File: src/rtl/if_fetch_stage_if.sv
// Instruction-memory request bus between the fetch stage (master) and the memory (slave).
// The request and address stay stable until ready returns the word for that request.
interface if_fetch_stage_if;
    logic        req;
    logic [31:0] addr;
    logic        ready;
    logic [31:0] rdata;

    modport master (output req, output addr, input ready, input rdata);
    modport slave  (input req, input addr, output ready, output rdata);
endinterface

File: src/rtl/if_fetch_stage.sv
// Instruction-fetch stage: owns the PC and drives a ready-latency instruction memory.
// It holds a fetched word while frozen, and drains an in-flight request before redirecting on a branch.
module if_fetch_stage #(
    parameter logic [31:0] RESET_PC = 32'h0000_0000,
    parameter logic [31:0] NOP_INST = 32'hE1A0_0000
) (
    input  logic                    clk,
    input  logic                    rst_n,
    input  logic                    i_freeze,
    input  logic                    i_branch_taken,
    input  logic [31:0]             i_branch_addr,
    if_fetch_stage_if.master        imem,
    output logic [31:0]             o_pc,
    output logic [31:0]             o_instruction,
    output logic                    o_inst_valid
);

    typedef enum logic [1:0] {
        S_REQ   = 2'd0,
        S_HOLD  = 2'd1,
        S_DRAIN = 2'd2
    } state_t;

    state_t      r_state;
    logic [31:0] r_pc;
    logic [31:0] r_inst_buf;
    logic [31:0] r_target;

    logic [31:0] w_pc_plus4;
    logic [31:0] w_branch_pc;
    logic        w_req;
    logic        w_valid;
    logic [31:0] w_inst;
    logic        w_accept;

    assign w_pc_plus4  = r_pc + 32'd4;
    assign w_branch_pc = i_branch_addr & ~32'd3;
    assign w_accept    = w_valid & ~i_freeze & ~i_branch_taken;

    // Request depends only on state and reset, so freeze never reaches the memory port.
    always_comb begin
        w_req   = 1'b0;
        w_valid = 1'b0;
        w_inst  = NOP_INST;
        if (rst_n) begin
            case (r_state)
                S_REQ: begin
                    w_req = 1'b1;
                    if (imem.ready && !i_branch_taken) begin
                        w_valid = 1'b1;
                        w_inst  = imem.rdata;
                    end
                end
                S_HOLD: begin
                    w_valid = 1'b1;
                    w_inst  = r_inst_buf;
                end
                S_DRAIN: w_req = 1'b1;
                default: w_req = 1'b0;
            endcase
        end
    end

    assign imem.req      = w_req;
    assign imem.addr     = r_pc;
    assign o_pc          = w_pc_plus4;
    assign o_instruction = w_inst;
    assign o_inst_valid  = w_valid;

    always_ff @(posedge clk or negedge rst_n) begin
        if (!rst_n) begin
            r_state    <= S_REQ;
            r_pc       <= RESET_PC;
            r_inst_buf <= NOP_INST;
            r_target   <= 32'd0;
        end else begin
            case (r_state)
                S_REQ: begin
                    if (imem.ready) begin
                        if (i_branch_taken) begin
                            r_pc <= w_branch_pc;
                        end else if (i_freeze) begin
                            r_inst_buf <= imem.rdata;
                            r_state    <= S_HOLD;
                        end else begin
                            r_pc <= w_pc_plus4;
                        end
                    end else if (i_branch_taken) begin
                        // The outstanding request cannot be withdrawn; remember where to go.
                        r_target <= w_branch_pc;
                        r_state  <= S_DRAIN;
                    end
                end
                S_HOLD: begin
                    if (i_branch_taken) begin
                        r_pc       <= w_branch_pc;
                        r_inst_buf <= NOP_INST;
                        r_state    <= S_REQ;
                    end else if (w_accept) begin
                        r_pc    <= w_pc_plus4;
                        r_state <= S_REQ;
                    end
                end
                S_DRAIN: begin
                    if (imem.ready) begin
                        r_pc    <= i_branch_taken ? w_branch_pc : r_target;
                        r_state <= S_REQ;
                    end else if (i_branch_taken) begin
                        r_target <= w_branch_pc;
                    end
                end
                default: r_state <= S_REQ;
            endcase
        end
    end

endmodule
File: src/flat_wrapper.sv
// flat-port wrapper written by rule: the top's interface ports become plain ports
module if_fetch_stage_flat 
#(
    parameter logic [31:0] RESET_PC = 32'h0000_0000,
    parameter logic [31:0] NOP_INST = 32'hE1A0_0000
)
  (clk, rst_n, i_freeze, i_branch_taken, i_branch_addr, o_pc, o_instruction, o_inst_valid, imem_req, imem_addr, imem_ready, imem_rdata);
  if_fetch_stage_if imem_i ();
  input  logic clk;
  input  logic rst_n;
  input  logic i_freeze;
  input  logic i_branch_taken;
  input  logic [31:0] i_branch_addr;
  output logic [31:0] o_pc;
  output logic [31:0] o_instruction;
  output logic o_inst_valid;
  output wire logic [$bits(imem_i.req)-1:0] imem_req;
  output wire logic [$bits(imem_i.addr)-1:0] imem_addr;
  input wire logic [$bits(imem_i.ready)-1:0] imem_ready;
  input wire logic [$bits(imem_i.rdata)-1:0] imem_rdata;
  assign imem_req = imem_i.req;
  assign imem_addr = imem_i.addr;
  assign imem_i.ready = imem_ready;
  assign imem_i.rdata = imem_rdata;
  if_fetch_stage #(.RESET_PC(RESET_PC), .NOP_INST(NOP_INST)) u_core (.clk(clk), .rst_n(rst_n), .i_freeze(i_freeze), .i_branch_taken(i_branch_taken), .i_branch_addr(i_branch_addr), .imem(imem_i), .o_pc(o_pc), .o_instruction(o_instruction), .o_inst_valid(o_inst_valid));
endmodule
File: config.mk
export PLATFORM = sky130hd
export DESIGN_NAME = if_fetch_stage_flat
export DESIGN_NICKNAME = d
export VERILOG_FILES = /design/src/rtl/if_fetch_stage_if.sv /design/src/rtl/if_fetch_stage.sv /design/src/flat_wrapper.sv
export SDC_FILE = /design/constraint.sdc
export NUM_CORES = 1
export LEC_CHECK = 0
export ABC_AREA = 0
export CORE_AREA = 2 2 108 137
export DETAILED_ROUTE_END_ITERATION = 7
export DIE_AREA = 0 0 110 139
export DONT_BUFFER_PORTS = 1
export GPL_TIMING_DRIVEN = 0
export HOLD_SLACK_MARGIN = 0.02
export PLACE_DENSITY_LB_ADDON = 0.3
export REMOVE_ABC_BUFFERS = 1
export SLEW_MARGIN = 20
export SYNTH_ARGS = -nofsm -noshare
export SYNTH_HDL_FRONTEND = slang
export SYNTH_SLANG_ARGS = --single-unit
export TNS_END_PERCENT = 5
File: constraint.sdc
create_clock -name clk -period 3.1 [get_ports clk]
set_input_delay 0.62 -clock clk [delete_from_list [all_inputs] [get_ports clk]]
set_output_delay 0.62 -clock clk [all_outputs]
set_load 0.005 [all_outputs]
# After elaboration in Yosys (flattened, before gate mapping)
# Index checks and enable logic that the tools add are counted.
# W data, S select, Z words.
[op_classes]
n_reduce_logical = 10
add_sub_neg = 1
bitwise_logic = 5
eq_ne = 12
mux = 29
[op_table]
columns = ["op", "n"]
rows = [
  ["$mux W32", 13],
  ["$pmux W32 S2", 2],
  ["$pmux W32 S3", 1],
  ["$add A32 B3 Y32 const B", 1],
  ["$reduce_and A5 Y1", 3],
  ["$mux W2", 7],
  ["$ne A3 B3 Y1 const B", 4],
  ["$ne A2 B2 Y1 const B", 5],
  ["$pmux W2 S3", 1],
  ["$mux W1", 4],
  ["$ne A3 B2 Y1 const B", 1],
  ["$not A1 Y1", 3],
  ["$reduce_bool A3 Y1", 1],
  ["$and A1 B1 Y1", 2],
  ["$eq A2 B1 Y1 const B", 1],
  ["$eq A2 B2 Y1 const B", 1],
  ["$logic_not A2 Y1", 1],
  ["$pmux W1 S2", 1],
  ["$reduce_and A2 Y1", 1],
  ["$reduce_bool A2 Y1", 1],
  ["$reduce_or A2 Y1", 1],
  ["$logic_and A1 B1 Y1", 1],
  ["$logic_not A1 Y1", 1],
]
[word_totals]
ff_bits = 98
out_inout_bits = 98
wordCells = 61
in_bits = 69

# Depth between registers and ports, before layout
# Gate-level depths: netlist (run 1).
[depth]
word_depth = 10
depth_mapped = 9
mapped_depth_nobuf = 6

# Worst setup path after synthesis (run 1)
# No wires, ideal clock.
[synth_timing]
path_kind = "input to output"
startpoint = "in i_branch_taken"
endpoint = "out o_instruction[17]"
required_time_ns = 2.480
n_path_buf = 2
path_slack_ns = 0.668
t_arrival_ns = 1.812
cell_stages = 5
cell_sequence = "clkbuf_1 -> nor4b_2 -> clkbuf_1 -> a22oi_1 -> nor2_1"
[synth_between]
elab_chain_cells = 5
[synth_rtl]
columns = ["element", "line", "text"]
rows = [
  ["start, declared", "flat_wrapper.sv:12", "input logic i_branch_taken;"],
  ["$logic_not A1 Y1", "if_fetch_stage.sv:49", "if (imem.ready && !i_branch_taken) begin"],
  ["$logic_and A1 B1 Y1", "if_fetch_stage.sv:49", ""],
  ["$mux W32", "if_fetch_stage.sv:49", ""],
  ["$pmux W32 S2", "if_fetch_stage.sv:46", "case (r_state)"],
  ["$mux W32", "if_fetch_stage.sv:45", "if (rst_n) begin"],
  ["end, declared", "flat_wrapper.sv:15", "output logic [31:0] o_instruction;"],
]
# Every way passes these cells.

# Worst setup path after layout (run 1)
[layout_timing]
startpoint = "reg u_core.r_pc[5], in the netlist u_core.imem.addr[5]"
endpoint = "out o_pc[29]"
[layout_between]
elab_chain_cells = 1
[layout_rtl]
columns = ["element", "line", "text"]
rows = [
  ["start, declared", "if_fetch_stage.sv:25", "logic [31:0] r_pc;"],
  ["start signal, assigned", "if_fetch_stage.sv:81", "r_pc <= w_branch_pc;"],
  ["start signal, assigned", "if_fetch_stage.sv:86", "r_pc <= w_pc_plus4;"],
  ["start signal, assigned", "if_fetch_stage.sv:96", "r_pc <= w_branch_pc;"],
  ["$add A32 B3 Y32", "if_fetch_stage.sv:36", "assign w_pc_plus4 = r_pc + 32'd4;"],
  ["end, declared", "flat_wrapper.sv:14", "output logic [31:0] o_pc;"],
]
# Every way passes these cells.

==> results of run 1 <==
==> cells by family after synthesis <==
logic type	count (synthesis)
and+or+nand+nor	261
adders and majority gates	1
muxes	30
AOI/OAI and AO/OA	182
buffers and inverters	63
xor gates and xnor gates	28
DFF	98
==> flip-flops by register name, summed over array words and instances, names as in the netlist <==
name,flops
u_core.r_inst_buf,32
u_core.r_target,32
u_core.imem.addr,32
u_core.r_state,2
==> per-layer routing <==
layer  up-vias  track usage [%]  routed length [µm]
met1      2395            24.34                6172
li1       2277                -                   -
met3        13            6.344                1430
met5         -                0                   0
met4         0            5.263                 201
met2       181            36.00                7818
==> final timing paths <==
| kind | cells past startpoint | to | slack (ps) | from |
|---|---|---|---|---|
| setup / recovery | 5 | o_pc[29] | 180 | u_core.imem.addr[5]$_DFFE_PN0P_ |
| hold / removal | 0 | u_core.r_inst_buf[31]$_DFFE_PN1P_ | 120 | rst_n |
| setup reg to reg | 6 | u_core.imem.addr[26]$_DFFE_PN0P_ | 820 | u_core.imem.addr[5]$_DFFE_PN0P_ |
| hold reg to reg | 2 | u_core.r_inst_buf[23]$_DFFE_PN1P_ | 480 | u_core.r_inst_buf[23]$_DFFE_PN1P_ |
| max in group asynchronous | 1 | u_core.r_inst_buf[27]$_DFFE_PN0P_ | 2500 | rst_n |
| min in group clk | 1 | u_core.r_state[1]$_DFFE_PN0P_ | 340 | imem_ready |
==> critical path: stages, from the launching register on <==
cell,delay [ps]
dfrtp_1,590
nand4_4,280
nor4_4,400
and2_1,370
nand2_1,120
xnor2_1,200
==> layout make-up <==
| cell class | instances | area (µm²) | area share, % |
|---|---|---|---|
| Sequential cell | 98 | 2461 | 40.27 |
| Multi-Input combinational cell | 502 | 2964 | 48.51 |
| Tap cell | 178 | 222.7 | 3.645 |
| Clock inverter | 4 | 28.78 | 0.4709 |
| Timing Repair Buffer | 13 | 161.4 | 2.641 |
| Clock buffer | 11 | 242.7 | 3.972 |
| Inverter | 8 | 30.03 | 0.4914 |
==> synth_stat cells, types with 11 or more instances <==
library cell / n
a21oi_1: 25
a22oi_1: 28
o22ai_1: 13
nand2_1: 116
mux2_2: 20
and3_1: 22
dfrtp_1: 92
xor2_1: 11
o21ai_0: 67
nor3_1: 13
nor2_1: 62
clkbuf_1: 38
o21ai_1: 11
xnor2_1: 17
nand3_1: 14
==> power groups by stage <==
stage	Clock (mW)	Combinational (mW)	Sequential, mW
2_1_floorplan	0	0.522	1.78
3_5_place_dp	0	0.682	1.87
5_1_grt	1.15	0.807	1.90
3_3_place_gp	0	0.635	1.86
4_1_cts	1.08	0.709	1.85
6_report	1.05	0.701	1.85
==> what timing repair did <==
action,CTS,global route
setup endpoints to repair,10,29
hold buffers,1,0
resized for setup,2,2
pin swaps,1,2
buffers inserted,0,3
endpoints found under the hold margin,92,0
==> metrics by stage <==
| stage | power, mW | TNS (ps) |
|---|---|---|
| 5_1_grt | 3.854 | 0 |
| 3_5_place_dp | 2.555 | 0 |
| 6_report | 3.609 | 0 |
| 4_1_cts | 3.640 | 0 |
| 3_3_place_gp | 2.492 | -95070 |
| 2_1_floorplan | 2.305 | -14990 |
==> flow_metrics.py, run 1 <==
metrics = {
    "run_status": {
        "outcome": "completed",
    },
    "timing": {
        "relSlewSlack_pct": 31.36,
        "setup_slack_ps": 179.2,
        "rsz0062_at_grt": "no",
        "slew_violations": 0,
        "fmax_mhz": 342.4,
        "worst_pin_slew_ps": 1030,
        "hold_slack_ps": 124.4,
        "setup_viol": 0,
        "timing.final.crit_share_pct": 94.22,
        "fin_worst_skew_ps": 12.38,
        "period_needed_ps": 2921,
        "hold_viol": 0,
    },
    "logic_synthesis": {
        "synthAdderAreaFrac_pct": 0.2223,
        "ys_ff_latch": 98,
        "synthMuxAreaShare_pct": 6.001,
        "synth_top_family_by_area": "simple AND/OR/NAND/NOR gates",
        "synth-compound-area-share_pct": 19.74,
        "synthCells": 663,
        "yosysSeqAreaShare_pct": 43.70,
        "yosys.area_share.simple_pct": 21.43,
        "synthArstFlopShare_pct": 100.0,
        "syn_area_um2": 5629,
        "avgSynthCellArea_um2": 8.490,
        "synth_cell_types": 52,
        "synth_area_leaders": "dfrtp_1 41%, nand2_1 7.7%, o21ai_0 6.0%",
        "synth_xor_area_share_pct": 4.357,
        "ys_warn_count": 0,
        "synth_area_leader_cell": "dfrtp_1",
        "synth_edf_count": 0,
        "synth_top_area_share_pct": 40.90,
        "ys.flop_type": "dfrtp_1",
    },
    "cts": {
        "cts-root-buf": "clkbuf_16",
        "clk_pin_slew_ps": 70,
        "clkLatencyLatePin_ps": 340,
        "cts.sinks": 98,
        "cts_tree": "built",
        "cts_buffer_depth": 2,
        "h-tree-depth": 3,
        "cts_buffers": 9,
    },
    "route": {
        "antenna_left": 0,
        "vias_per_cell": 5.978,
        "first_iter_violations": 271,
        "remaining_drc_errors": 0,
        "wl_per_cell_um": 19.19,
        "vias": 4866,
        "first_pass_iters": 4,
        "wirelength_mm": 15.62,
    },
    "grt": {
        "grt_pass1_vias": 4865,
        "grt_first_pass_wirelength_mm": 25.19,
        "antenna_found_initial": 0,
        "grt_max_degree": 93,
        "overflow": 0,
        "grt_usage_pct": 20.68,
    },
    "layout": {
        "area_growth_pct": 8.557,
        "n_fill_cell": 1405,
        "final_cells": 814,
        "antenna_cells": 0,
        "post-route-util_pct": 43.53,
        "post-route-cell-area_um2": 6111,
        "nNetsFinal": 702,
        "drive_gt1_share_pct": 11.01,
        "mostFrequentLayoutCells": "115 x nand2_1, 91 x dfrtp_1, 67 x o21ai_0",
        "final_common_cell": "nand2_1",
    },
    "floorplan": {
        "placementRows": 49,
        "start_util_pct": 40.09,
        "core_um2": 14040,
        "die_area_um2": 15290,
        "fp.dieH_um": 139,
        "die_w_um": 110,
        "ioPinCount": 167,
    },
    "setup_path": {
        "worst_ep_required_time_ps": 2480,
        "startpoint_type": "register",
        "end_kind": "output pin",
        "arrival_ps": 2300,
        "critical_path.max_fanout": 9,
        "critPathKind": "reg -> out",
    },
    "pwr": {
        "p_sw_mw": 1.189,
        "p_sw_share_pct": 32.96,
        "ir_drop_mv": 0.2614,
        "p_seq_share_pct": 51.4,
        "power_density_nw_per_um2": 590.6,
        "p_leak_nw": 2.532,
        "intPower_mw": 2.420,
        "clockPowerShare_pct": 29.2,
        "comb_power_share_pct": 19.4,
    },
    "place": {
        "dp_cells": 795,
        "place_hpwl_mm": 10.81,
        "place_area_um2": 5776,
        "gp_congestion": 0.8234,
        "port_buffers": 0,
        "dp_worst_setup_slack_ps": 277.2,
    },
    "job": {
        "maxCapViolCount": 0,
    },
    "hold_path": {
        "min_path_type": "in -> async",
    },
}
No activity file was read; power rests on OpenSTA's default activity.
==> inputs of run 2 (changes only) <==
--- a/config.mk
+++ b/config.mk
@@ -6,13 +6,15 @@
 export NUM_CORES = 1
 export LEC_CHECK = 0
 export ABC_AREA = 0
-export CORE_AREA = 2 2 108 137
+export CELL_PAD_IN_SITES_DETAIL_PLACEMENT = 1
+export CELL_PAD_IN_SITES_GLOBAL_PLACEMENT = 2
+export CORE_AREA = 2 2 114 143
 export DETAILED_ROUTE_END_ITERATION = 7
-export DIE_AREA = 0 0 110 139
+export DIE_AREA = 0 0 116 145
 export DONT_BUFFER_PORTS = 1
 export GPL_TIMING_DRIVEN = 0
 export HOLD_SLACK_MARGIN = 0.02
-export PLACE_DENSITY_LB_ADDON = 0.3
+export PLACE_DENSITY_LB_ADDON = 0.1
 export REMOVE_ABC_BUFFERS = 1
 export SLEW_MARGIN = 20
 export SYNTH_ARGS = -nofsm -noshare
==> run 2 against run 1 <==
Compared with the run above:
- final area rose by 2.2%
- routed wire length rose by 15%
- core utilization fell by 3.1 points
- hold slack got worse by 22 ps
- non-clock buffer count rose by 2
- via count rose by 1.0%
- first-iteration DRC count fell by 41%
- final cell count rose by 4.5%
- largest cell class unchanged
==> flow_metrics.py, run 2 (synthesis gave the netlist of run 1 again) <==
metrics = {
    "run_status": {
        "outcome": "completed",
    },
    "hold_path": {
        "min_path_type": "in -> async",
    },
    "route": {
        "vias": 4916,
        "dr_wl_met3_mm": 1.261,
        "met1Wirelength_mm": 7.235,
        "remaining_drc_errors": 0,
        "wirelength_mm": 17.92,
        "vias_per_cell": 5.777,
        "first_pass_iters": 4,
        "antenna_left": 0,
        "wl_per_cell_um": 21.05,
        "met2WireLength_mm": 9.149,
        "first_iter_violations": 160,
        "routed.top_layer": "met4",
    },
    "setup_path": {
        "critPathKind": "reg -> out",
        "reg2reg_from": "u_core.r_state[0]$_DFFE_PN0P_",
        "arrival_ps": 2300,
        "worst_ep_required_time_ps": 2480,
        "end_kind": "output pin",
        "critical_path.max_fanout": 19,
        "ff2ff_path_depth": 4,
        "startpoint_type": "register",
        "startpoint": "u_core.r_state[0]$_DFFE_PN0P_",
    },
    "grt": {
        "grt_first_pass_wirelength_mm": 28.72,
        "grt_usage_pct": 21.61,
        "overflow": 0,
        "grt_pass1_vias": 5191,
        "antenna_found_initial": 0,
        "grt_max_degree": 93,
    },
    "timing": {
        "slew_violations": 0,
        "timing.final.crit_share_pct": 94.25,
        "fmax_mhz": 342.2,
        "relSlewSlack_pct": 40.71,
        "hold_viol": 0,
        "setup_viol": 0,
        "rsz0062_at_grt": "no",
        "fin_worst_skew_ps": 8.624,
        "period_needed_ps": 2922,
        "worst_pin_slew_ps": 886.1,
    },
    "cts": {
        "cts-root-buf": "clkbuf_16",
        "cts_buffers": 9,
        "clk_pin_slew_ps": 70,
        "cts_tree": "built",
        "cts_buffer_depth": 2,
        "cts.sinks": 98,
        "h-tree-depth": 3,
        "clkLatencyLatePin_ps": 350,
    },
    "floorplan": {
        "core_um2": 15440,
        "fp.dieH_um": 145,
        "die_w_um": 116,
        "start_util_pct": 36.45,
        "ioPinCount": 167,
        "placementRows": 51,
        "die_area_um2": 16820,
    },
    "layout": {
        "antenna_cells": 0,
        "n_fill_cell": 1838,
        "post-route-util_pct": 40.46,
        "final_common_cell": "nand2_1",
        "nNetsFinal": 704,
        "area_growth_pct": 10.98,
        "mostFrequentLayoutCells": "115 x nand2_1, 92 x dfrtp_1, 67 x o21ai_0",
        "post-route-cell-area_um2": 6247,
        "drive_gt1_share_pct": 11.74,
    },
    "place": {
        "gp_congestion": 0.7576,
        "place_hpwl_mm": 12.11,
        "port_buffers": 0,
        "place_area_um2": 5883,
    },
    "job": {
        "maxCapViolCount": 0,
    },
    "pwr": {
        "p_leak_nw": 2.570,
        "power_density_nw_per_um2": 595.4,
        "ir_drop_mv": 0.2165,
    },
}
[run 2: report_power, final]
group	leakage (nW)	switching, mW	internal (mW)
sequential	1.19	0.311	1.55
combinational	1.24	0.422	0.313
clock	0.138	0.529	0.592
[run 2: critical path, cell delays in order (launching register included)]
cell and delay, ps:
dfrtp_1 690, nor4b_4 620, buf_6 220, buf_6 160
a22oi_1 70, nor2_1 170
[run 2: per-layer routing]
layer,track usage [%],vias up
li1,-,2277
met1,25.99,2501
met2,36.99,122
met3,5.973,16
met4,6.845,0
met5,0,-
[run 2: final cells by class]
class	instances	area, µm²	share of cell area, %
Inverter	8	30.03	0.4807
Tap cell	212	265.3	4.246
Sequential cell	98	2460	39.38
Timing Repair Buffer	15	212.7	3.405
Clock buffer	11	252.7	4.046
Multi-Input combinational cell	502	2989	47.85
Clock inverter	5	37.54	0.6008
[run 2: metrics by stage]
| stage | power (mW) | setup TNS (ps) | setup WS [ps] | instances | hold WS [ps] |
|---|---|---|---|---|---|
| after floorplan | 2.305 | -14990 | -507.3 | 608 | 324.4 |
| after global placement | 2.516 | -113930 | -2678 | 820 | 327.7 |
| after detailed placement | 2.603 | 0 | 125.9 | 831 | 327.7 |
| after CTS | 3.775 | 0 | 135.6 | 851 | 89.60 |
| after global routing | 3.959 | 0 | 2.557 | 851 | 83.31 |
| final | 3.720 | 0 | 178.1 | 851 | 102.6 |
[run 2: repair_timing]
| action | in CTS | in global routing |
|---|---|---|
| resized for setup | 1 | 4 |
| gates cloned | 0 | 0 |
| pin swaps | 2 | 0 |
| hold endpoints to repair | 92 | 0 |
| setup endpoints to repair | 4 | 8 |
| hold buffers | 1 | 0 |
| setup buffers | 3 | 0 |
[run 2: final timing paths]
path	slack (ps)	endpoint
min in group clk	320	u_core.r_state[1]$_DFFE_PN0P_
worst min-delay path	100	u_core.r_inst_buf[24]$_DFFE_PN1P_
worst max-delay path	180	o_instruction[19]
worst min register to register	480	u_core.r_inst_buf[31]$_DFFE_PN1P_
max in group asynchronous	2530	u_core.imem.addr[19]$_DFFE_PN0P_
worst max register to register	500	u_core.imem.addr[30]$_DFFE_PN0P_
==> inputs of run 3 (changes only) <==
--- a/config.mk
+++ b/config.mk
@@ -8,14 +8,16 @@
 export ABC_AREA = 0
 export CELL_PAD_IN_SITES_DETAIL_PLACEMENT = 1
 export CELL_PAD_IN_SITES_GLOBAL_PLACEMENT = 2
-export CORE_AREA = 2 2 114 143
+export CORE_AREA = 2 2 112 142
+export CTS_BUF_LIST = sky130_fd_sc_hd__clkbuf_8
 export DETAILED_ROUTE_END_ITERATION = 7
-export DIE_AREA = 0 0 116 145
+export DIE_AREA = 0 0 114 144
 export DONT_BUFFER_PORTS = 1
 export GPL_TIMING_DRIVEN = 0
 export HOLD_SLACK_MARGIN = 0.02
 export PLACE_DENSITY_LB_ADDON = 0.1
 export REMOVE_ABC_BUFFERS = 1
+export SETUP_SLACK_MARGIN = 0.4
 export SLEW_MARGIN = 20
 export SYNTH_ARGS = -nofsm -noshare
 export SYNTH_HDL_FRONTEND = slang
==> run 3 against run 2 <==
Compared with the run above:
- the flow now finishes with violations (hold timing)
- non-clock buffer count increased by 7
- global-route usage about the same
- core utilization increased by 0.84 points
- register-to-register slack improved by 290 ps
- critical path depth decreased by 1
- die area decreased by 2.4%
- final area increased by 0.40%
- first-iteration DRC count increased by 29%
- clock power decreased by 14%
- largest cell class unchanged
- combinational power about the same
- critical endpoint is now o_pc[17]
- hold slack got worse by 190 ps
==> flow_metrics.py, run 3 (synthesis gave the netlist of run 1 again) <==
metrics = {
    "cts": {
        "clk_pin_slew_ps": 100,
        "cts_buffers": 9,
        "cts-root-buf": "clkbuf_8",
        "h-tree-depth": 3,
        "cts_buffer_depth": 2,
        "cts_tree": "built",
        "clkLatencyLatePin_ps": 390,
        "cts.sinks": 98,
    },
    "layout": {
        "post-route-util_pct": 41.30,
        "nNetsFinal": 711,
        "final_common_cell": "nand2_1",
        "drive_gt1_share_pct": 16.12,
        "antenna_cells": 0,
        "area_growth_pct": 11.42,
        "mostFrequentLayoutCells": "115 x nand2_1, 76 x dfrtp_1, 67 x o21ai_0",
        "n_fill_cell": 1760,
        "final_cells": 830,
    },
    "setup_path": {
        "critical_path.max_fanout": 6,
        "startpoint_type": "register",
        "arrival_ps": 2090,
        "worst_ep_required_time_ps": 2480,
        "end_kind": "output pin",
        "critPathKind": "reg -> out",
    },
    "grt": {
        "antenna_found_initial": 0,
        "grt_pass1_vias": 5016,
        "grt_usage_pct": 21.65,
        "overflow": 0,
        "grt_max_degree": 109,
        "grt_first_pass_wirelength_mm": 27.65,
    },
    "place": {
        "place_hpwl_mm": 12.06,
        "dp_worst_setup_slack_ps": 137.1,
        "gp_congestion": 0.7522,
        "port_buffers": 0,
        "dp_cells": 804,
    },
    "floorplan": {
        "placementRows": 51,
        "start_util_pct": 37.07,
        "die_area_um2": 16420,
        "fp.dieH_um": 144,
        "die_w_um": 114,
        "core_um2": 15190,
        "ioPinCount": 167,
    },
    "timing": {
        "setup_slack_ps": 392.8,
        "fin_worst_skew_ps": 17.35,
        "period_needed_ps": 2707,
        "hold_viol": 92,
        "hold_slack_ps": -88.75,
        "worst_pin_slew_ps": 912.3,
        "slew_violations": 0,
        "timing.final.crit_share_pct": 87.33,
        "rsz0062_at_grt": "yes",
        "relSlewSlack_pct": 38.96,
        "fmax_mhz": 369.4,
        "setup_viol": 0,
    },
    "route": {
        "first_iter_violations": 207,
        "vias": 4846,
        "antenna_left": 0,
        "first_pass_iters": 4,
        "vias_per_cell": 5.839,
        "wirelength_mm": 17.86,
        "wl_per_cell_um": 21.52,
        "remaining_drc_errors": 0,
    },
    "run_status": {
        "violations": "hold timing",
        "outcome": "finished with violations",
    },
    "pwr": {
        "p_leak_nw": 2.599,
        "ir_drop_mv": 0.2112,
        "power_density_nw_per_um2": 569.9,
    },
    "hold_path": {
        "min_path_type": "in -> async",
    },
    "job": {
        "maxCapViolCount": 0,
    },
}
## run 3: changes by cell type in the layout (fill, tap and decap cells not counted), moves of 3 or more
cell | previous run | this run
clkbuf_8 | 2 | 10
dfrtp_1 | 92 | 76
nor4_1 | 4 | 1
dfrtp_2 | 0 | 16
clkbuf_16 | 9 | 0
buf_4 | 6 | 14
## run 3: cell type report
type	instances	area [µm²]	share of cell area, %
clock buffer	10	137.6	2.194
clock inverter	5	78.83	1.257
inverter	8	30.03	0.4788
multi-input combinational	502	3052	48.65
sequential	98	2480	39.54
tap	185	231.5	3.690
timing repair buffer	22	262.8	4.189
## run 3: metrics by stage
stage | cell area, µm² | total power [mW] | TNS (ps)
after detailed placement | 5862 | 2.607 | 0
after CTS | 6165 | 3.590 | 0
final | 6272 | 3.574 | 0
after global routing | 6272 | 3.798 | 0
after global placement | 5634 | 2.514 | -113000
after floorplan | 5403 | 2.305 | -14990
## run 3: final timing paths
check,start,to,slack (ps),cells past startpoint
max,u_core.imem.addr[12]$_DFFE_PN0P_,o_pc[17],390,4
min,rst_n,u_core.r_target[23]$_DFFE_PN0P_,-90,0
max reg2reg,u_core.r_state[1]$_DFFE_PN0P_,u_core.imem.addr[26]$_DFFE_PN0P_,790,5
min reg2reg,u_core.r_inst_buf[23]$_DFFE_PN1P_,u_core.r_inst_buf[23]$_DFFE_PN1P_,490,2
max in group asynchronous,rst_n,u_core.imem.addr[5]$_DFFE_PN0P_,2920,0
min in group clk,imem_ready,u_core.r_state[1]$_DFFE_PN0P_,290,1
## run 3: per-layer routing
layer	vias to the layer above	GRT usage, %	routed length [µm]
met3	16	5.742	1227
met4	0	7.574	286
met5	-	0	0
met1	2423	25.85	7257
li1	2279	-	-
met2	128	37.63	9088
## run 3: power by group
group / leakage [nW] / internal (mW) / switching [mW]
clock network: 0.112 / 0.472 / 0.496
logic: 1.31 / 0.324 / 0.409
registers: 1.17 / 1.56 / 0.312
total: 2.60 / 2.36 / 1.22
## run 3: worst max-delay path, cell delays in order (launching register included)
cell	delay, ps
dfrtp_2	450
nand4_1	200
buf_4	220
or4_1	580
xnor2_1	250
## run 3: repair_timing
| item | 4_1_cts | 5_1_grt |
|---|---|---|
| endpoints found under the hold margin | 92 | 92 |
| buffers inserted | 7 | 4 |
| endpoints found under the setup margin | 53 | 29 |
| resized for setup | 11 | 21 |
| pin swaps | 3 | 3 |
